File: src/rtl/serial_sub_pkg.sv
// Shared state encoding for the bit-serial subtractor.
package serial_sub_pkg;

  typedef enum logic [1:0] {
    IDLE = 2'd0,
    RUN  = 2'd1,
    DONE = 2'd2
  } state_t;

endpackage

File: src/rtl/fsub_cell.sv
// One-bit full subtractor: d = x - y - c, bo is the borrow out of this bit.
module fsub_cell (
  input  logic x,
  input  logic y,
  input  logic c,
  output logic d,
  output logic bo
);

  assign d  = x ^ y ^ c;
  assign bo = (~x & y) | (~(x ^ y) & c);

endmodule

File: src/rtl/serial_sub.sv
// Bit-serial subtractor: one result bit per clock, LSB first, through a single fsub_cell.
module serial_sub
  import serial_sub_pkg::*;
#(
  parameter int WIDTH = 8
) (
  input  logic             clk,
  input  logic             rst,
  input  logic             start,
  input  logic [WIDTH-1:0] a,
  input  logic [WIDTH-1:0] b,
  input  logic             bin,
  output logic             busy,
  output logic             done,
  output logic [WIDTH-1:0] d,
  output logic             bo
);

  localparam int            CW   = $clog2(WIDTH);
  localparam logic [CW-1:0] LAST = CW'(WIDTH - 1);

  state_t             state;
  logic [CW-1:0]      cnt;
  logic [WIDTH-1:0]   a_sr;
  logic [WIDTH-1:0]   b_sr;
  logic [WIDTH-1:0]   r_sr;
  logic               brw;
  logic               cell_d;
  logic               cell_bo;

  fsub_cell u_cell (
    .x  (a_sr[0]),
    .y  (b_sr[0]),
    .c  (brw),
    .d  (cell_d),
    .bo (cell_bo)
  );

  always_ff @(posedge clk) begin
    if (rst) begin
      state <= IDLE;
      cnt   <= '0;
      a_sr  <= '0;
      b_sr  <= '0;
      r_sr  <= '0;
      brw   <= 1'b0;
      busy  <= 1'b0;
      done  <= 1'b0;
      d     <= '0;
      bo    <= 1'b0;
    end else begin
      case (state)
        IDLE: begin
          done <= 1'b0;
          if (start) begin
            a_sr  <= a;
            b_sr  <= b;
            brw   <= bin;
            r_sr  <= '0;
            cnt   <= '0;
            busy  <= 1'b1;
            state <= RUN;
          end
        end
        RUN: begin
          a_sr <= a_sr >> 1;
          b_sr <= b_sr >> 1;
          r_sr <= {cell_d, r_sr[WIDTH-1:1]};
          brw  <= cell_bo;
          // Final bit: publish the completed word so d/bo are valid while done is high.
          if (cnt == LAST) begin
            d     <= {cell_d, r_sr[WIDTH-1:1]};
            bo    <= cell_bo;
            done  <= 1'b1;
            state <= DONE;
          end else begin
            cnt <= cnt + 1'b1;
          end
        end
        DONE: begin
          done  <= 1'b0;
          busy  <= 1'b0;
          state <= IDLE;
        end
        default: begin
          done  <= 1'b0;
          busy  <= 1'b0;
          state <= IDLE;
        end
      endcase
    end
  end

endmodule

File: config.mk
export PLATFORM = sky130hd
export DESIGN_NAME = serial_sub
export DESIGN_NICKNAME = d
export VERILOG_FILES = /design/src/rtl/serial_sub_pkg.sv /design/src/rtl/fsub_cell.sv /design/src/rtl/serial_sub.sv
export SDC_FILE = /design/constraint.sdc
export NUM_CORES = 1
export LEC_CHECK = 0
export ABC_AREA = 1
export BUFFER_PORTS_ARGS = -buffer_cell sky130_fd_sc_hd__buf_2
export CAP_MARGIN = 10
export CORE_MARGIN = 2
export CORE_UTILIZATION = 57
export CTS_BUF_LIST = sky130_fd_sc_hd__clkbuf_4 sky130_fd_sc_hd__clkbuf_8
export DETAILED_ROUTE_END_ITERATION = 8
export GPL_TIMING_DRIVEN = 0
export HOLD_SLACK_MARGIN = 0.08
export PLACE_DENSITY = 0.81
export SETUP_SLACK_MARGIN = 0.1
export SLEW_MARGIN = 20
export SYNTH_ARGS = -nofsm -noshare
export SYNTH_HDL_FRONTEND = slang
export SYNTH_SLANG_ARGS = --single-unit
File: constraint.sdc
create_clock -name clk -period 1.8 [get_ports clk]
set_input_delay 0 -clock clk [delete_from_list [all_inputs] [get_ports clk]]
set_output_delay 0 -clock clk [all_outputs]
set_load 0.02 [all_outputs]
Word-level counts from Yosys, hierarchy flattened
Cells that the tools add are included.
- register bits after elaboration: 41
- output and inout bits: 11
- reductions and logical operators: 8
- bitwise operators: 8
- add/sub/neg operators: 1
- muxes and demuxes: 16
- eq/ne operators: 5
- operators with widths (operator ; number):
    $pmux 8 s2 ; 3
    $mux 8 ; 3
    $reduce_and 2->1 ; 4
    $mux 3 ; 2
    $ne 2x2->1 const B ; 3
    $pmux 3 s2 ; 1
    $mux 2 ; 2
    $pmux 1 s2 ; 2
    $pmux 2 s2 ; 1
    $add 3x1->3 const B ; 1
    $eq 3x3->1 const B ; 1
    $not 1->1 ; 3
    $reduce_and 3->1 ; 1
    $and 1x1->1 ; 2
    $eq 2x1->1 const B ; 1
    $logic_not 2->1 ; 1
    $mux 1 ; 2
    $reduce_bool 2->1 ; 1
    $reduce_or 2->1 ; 1
    $xor 1x1->1 ; 2
    $or 1x1->1 ; 1

Longest topological paths before layout
- depth in word-level cells: 5
- mapped depth: 7
- mapped depth without buffers: 7

Modules after synthesis
A second synthesis with hierarchy kept.
- cells, all modules: 246
- area, all modules: 1719.1 µm²
- modules (own cells, without submodules) (module ; instances ; cells an instance ; area an instance (µm²)):
    serial_sub ; 1 ; 242 ; 1687.9
    fsub_cell ; 1 ; 4 ; 31.3

Worst setup path before layout
OpenSTA, ideal clock, no wires.
- path kind: flip-flop to flip-flop
- from: register cnt[0]
- to: register bo
- buffers on the path: 0
- period minus slack after synthesis: 1.241 ns
- setup time: 0.071 ns
- data required time: 1.729 ns
- path slack: 0.559 ns
- data arrival time: 1.171 ns
- stages on the path, launching flop included: 7
- cells stage by stage: dfxtp_1 > ha_1 > ha_1 > inv_1 > nor2_1 > nand2_1 > a21oi_1
- word-level cells in the longest chain between the ends: 2
- ends and longest elaborated chain (what ; RTL line ; text):
    start: declaration ; serial_sub.sv:23 ; logic [CW-1:0] cnt;
    start signal: assignment ; serial_sub.sv:77 ; cnt <= cnt + 1'b1;
    $eq 3x3->1 ; serial_sub.sv:71 ; if (cnt == LAST) begin
    $reduce_and 2->1 (no source line) ; -- ;
    end signal: assignment ; serial_sub.sv:73 ; bo <= cell_bo;
    end: declaration ; serial_sub.sv:16 ; output logic bo
No other way between the ends.
A chain may end at the register's enable or synchronous reset.

Final worst setup path
- from: register state[0]
- to: register b_sr[7]
- word-level cells in the longest chain between the ends: 3
- elaborated cells between the ends (all ways): 6
- classes of those cells: eq/ne: 2; mux: 1; reduce/logical: 3
- ends and longest elaborated chain (what ; RTL line ; text):
    start: declaration ; serial_sub.sv:22 ; state_t state;
    start signal: assignment ; serial_sub.sv:41 ; state <= IDLE;
    start signal: assignment ; serial_sub.sv:62 ; state <= RUN;
    start signal: assignment ; serial_sub.sv:75 ; state <= DONE;
    $eq 2x1->1 / $logic_not 2->1 (equally long branches) ; serial_sub.sv:52 ; case (state)
    $reduce_bool 2->1 (no source line) / $ne 2x2->1 (equally long branches) ; -- ;
    $reduce_and 2->1 (no source line) ; -- ;
    end signal: assignment ; serial_sub.sv:67 ; b_sr <= b_sr >> 1;
    end: declaration ; serial_sub.sv:25 ; logic [WIDTH-1:0] b_sr;
Parallel ways exist; a longest one is shown, timed or not.

==> summary.txt <==
Detailed routing
  – Antenna viol nets, final: 0
  – Remaining DRCs: 0
  – WL per Instance: between 10 and 15 um
  – Initial detailed-routing violation count: 56
  – DRT Pass-1 Iters: 4
  – Final wirelength: between 3000 and 4000 um
  – Via density per instance: around 5.0
  – Vias: between 1,500 and 2,000

Die
  – FP Rows: 19
  – Die area: 3410 um2
  – Die width: approximately 58 um
  – Core Region: ~2800 um2
  – Initial Utilization: between 60% and 70%
  – Die Height: a little under 60 um
  – IO Pins: 31

Cells and area
  – N_diodes: 0
  – # nets final: approximately 330
  – Area Growth Syn to Fin: 27.1%
  – Fillers: approximately 230
  – Share of cells above drive strength 1: 16.8%

Clock tree
  – Setup bufs post-CTS: 0
  – H-tree depth: 2
  – Reg clk slew, reported paths: between 100 and 150 ps
  – CTS sink count: 40
  – Clk buf depth: 2
  – TritonCTS clock tree: done
  – Clock latency on the worst-skew pair: ~350 ps
  – Num CTS Buffers: 5
  – Root Driver: clkbuf_4

Worst setup path
  – Critical path's slowest cell: dlygate4sd3_1
  – Worst Path Max Fanout: 6
  – Data required, critical path: ~2100 ps
  – Critical path endpoint category: flop
  – Crit-path cells: nor2_2 > nand2_2 > inv_1 > nand2_1 > a21oi_1 > dlygate4sd3_1
  – Setup Crit Path Kind: flop to flop
  – Slowest cell delay on critical path: 550 ps
  – Combined buffer and inverter count along the critical path: 2
  – Crit path DAT: 1860 ps
  – Kind of cell adding the most delay to the critical path: buffers and inverters
  – Setup crit start kind: flop

STA
  – Max-slew violations: 0
  – Unrepaired setup endpoints after global routing: no
  – Fin crit share: roughly 87%
  – Final setup fails: 0
  – Worst Clk Skew: just under 7 ps
  – Worst hold slack: about 420 ps
  – Final setup TNS: 0 ps
  – Slew @ Worst Pin: 482 ps
  – Fmax achieved: around 640 MHz
  – Min Tclk post-route: 1560 ps
  – Fin. Hold Viols: 0
  – Worst rel slew slack: 67.9%

Power
  – Pwr Density: 797 nW/um2
  – Leakage: approximately 1.1 nW
  – Max IR drop VDD: 0.939 mV

Placed design
  – Final HPWL DP: between 2000 and 3000 um
  – Final GP Congestion: a little under 0.8
  – Port Buffers: 30

Synth
  – EDFF count, synth: 0
  – Post-Synthesis Cells: ~250
  – Syn_nets: around 270
  – Top-area cell type share of the netlist area: a little under half
  – Synth Flop Type: dfxtp_1
  – FF+latch count, synth: 40
  – Mapped cell area: between 1500 and 2000 um2
  – Post-synth cell types: 16
  – Seq/Total Area, Yosys: between 40% and 50%
  – Top-count cell post-synth: nand2_1
  – YS warnings: 0
  – Yosys top cell by area: dfxtp_1
  – Syn_area_per_cell: about 6.8 um2
  – Top post-synthesis cells by area: dfxtp_1 (47%), nand2_1 (17%), nor2_1 (14%)
  – Synth top cells by count: nand2_1 (75), nor2_1 (62), dfxtp_1 (40)
  – Asr flop ratio synth: 0%

Global routing
  – Pin count of the biggest net entering global routing: 12
  – Remaining Overflow, GRT: 0
  – Initial antenna violation count: 0
  – Vias in the first global route: ~1,600
  – Global Route Usage Sum: around 26%
  – First-pass GRT wire length: between 6000 and 7000 um

Worst hold path
  – Hold Path Class: primary input to flop

Status
  – Status: finished, final reports clean

Flow run
  – Max-cap violations: 0
[flip-flops by register name (all words and copies together) (netlist names)]
register,flops
a_sr,8
b_sr,8
d,8
r_sr,7
cnt,3
state,2
bo,1
brw,1
busy,1
done,1
[worst reg2reg max path: cells and delay by family (launching register included)]
kind	cells	cell delay [ps]
simple gates	3	360
compound gates	1	120
buf+inv	2	640
flops	1	390
[cell type report]
class	count	area (um2)	area share [%]
buffer	9	46.3	2.16
clock buffer	8	66.3	3.09
inverter	15	56.3	2.63
multi-input combinational	183	796	37.1
sequential	40	801	37.3
tap	31	38.8	1.81
timing repair buffer	49	340	15.9
[stage by stage]
stage | util (%) | std cells | total power, mW | area (um2) | worst slack [ps]
2_1_floorplan | - | 247 | 1.12 | 1690 | 559
3_3_place_gp | 67.5 | 308 | 1.18 | 1880 | 276
3_5_place_dp | 67.5 | 308 | 1.18 | 1880 | 207
4_1_cts | 76.7 | 335 | 1.71 | 2130 | 174
5_1_grt | 77.1 | 335 | 1.78 | 2140 | 115
6_report | 77.1 | 335 | 1.71 | 2140 | 239
[path summary, 6_finish.rpt]
check / from / cells past startpoint / slack (ps) / endpoint
hold reg to reg: r_sr[1]$_SDFFE_PP0P_ / 2 / 470 / r_sr[1]$_SDFFE_PP0P_
hold / removal: rst / 3 / 420 / r_sr[2]$_SDFFE_PP0P_
setup reg to reg: state[0]$_SDFFE_PP0P_ / 6 / 240 / b_sr[7]$_SDFFE_PP0P_
setup / recovery: state[0]$_SDFFE_PP0P_ / 6 / 240 / b_sr[7]$_SDFFE_PP0P_
[power by group]
group	switching [mW]	total [mW]	internal, mW
logic	0.142	0.252	0.111
clock network	0.283	0.506	0.223
registers	0.0243	0.951	0.927
[placed cells by master (no fill, tap or decap), types with 2 or more instances in the layout]
cell            n
nor2_2          3
nor2_1         60
clkbuf_4        7
nand2_2         2
clkbuf_1        3
inv_1          14
o21ai_0        21
buf_2          34
dfxtp_1        40
nand2_1        74
dlygate4sd3_1  19
nand3_1         5
ha_1            3
a21oi_1        12
buf_4           2
[kinds of logic after synthesis]
| group | share of synthesized area (%) |
|---|---|
| adder cells (fa/ha/maj) | 3.41 |
| AND/OR/NAND/NOR | 32.7 |
| AO/OA/AOI/OAI | 10.4 |
| flip-flops | 47.4 |
| buffers and inverters | 6.08 |
[what timing repair did]
item,in CTS,in global routing
endpoints found under the setup margin,0,10
resized for setup,0,4
hold buffers,19,0
hold endpoints to repair,20,0
[layer usage]
layer  wire (um)  vias to the layer above  share of wire, %  GRT usage (%)
met1        1790                      745                45           32.4
met2        1880                       38                48           42.5
met5           0                        -                 0              0
li1            -                      879                 -              -
met4          48                        0               1.2           8.31
met3         221                        5               5.6           6.81
No activity file was read; power rests on OpenSTA's default activity.
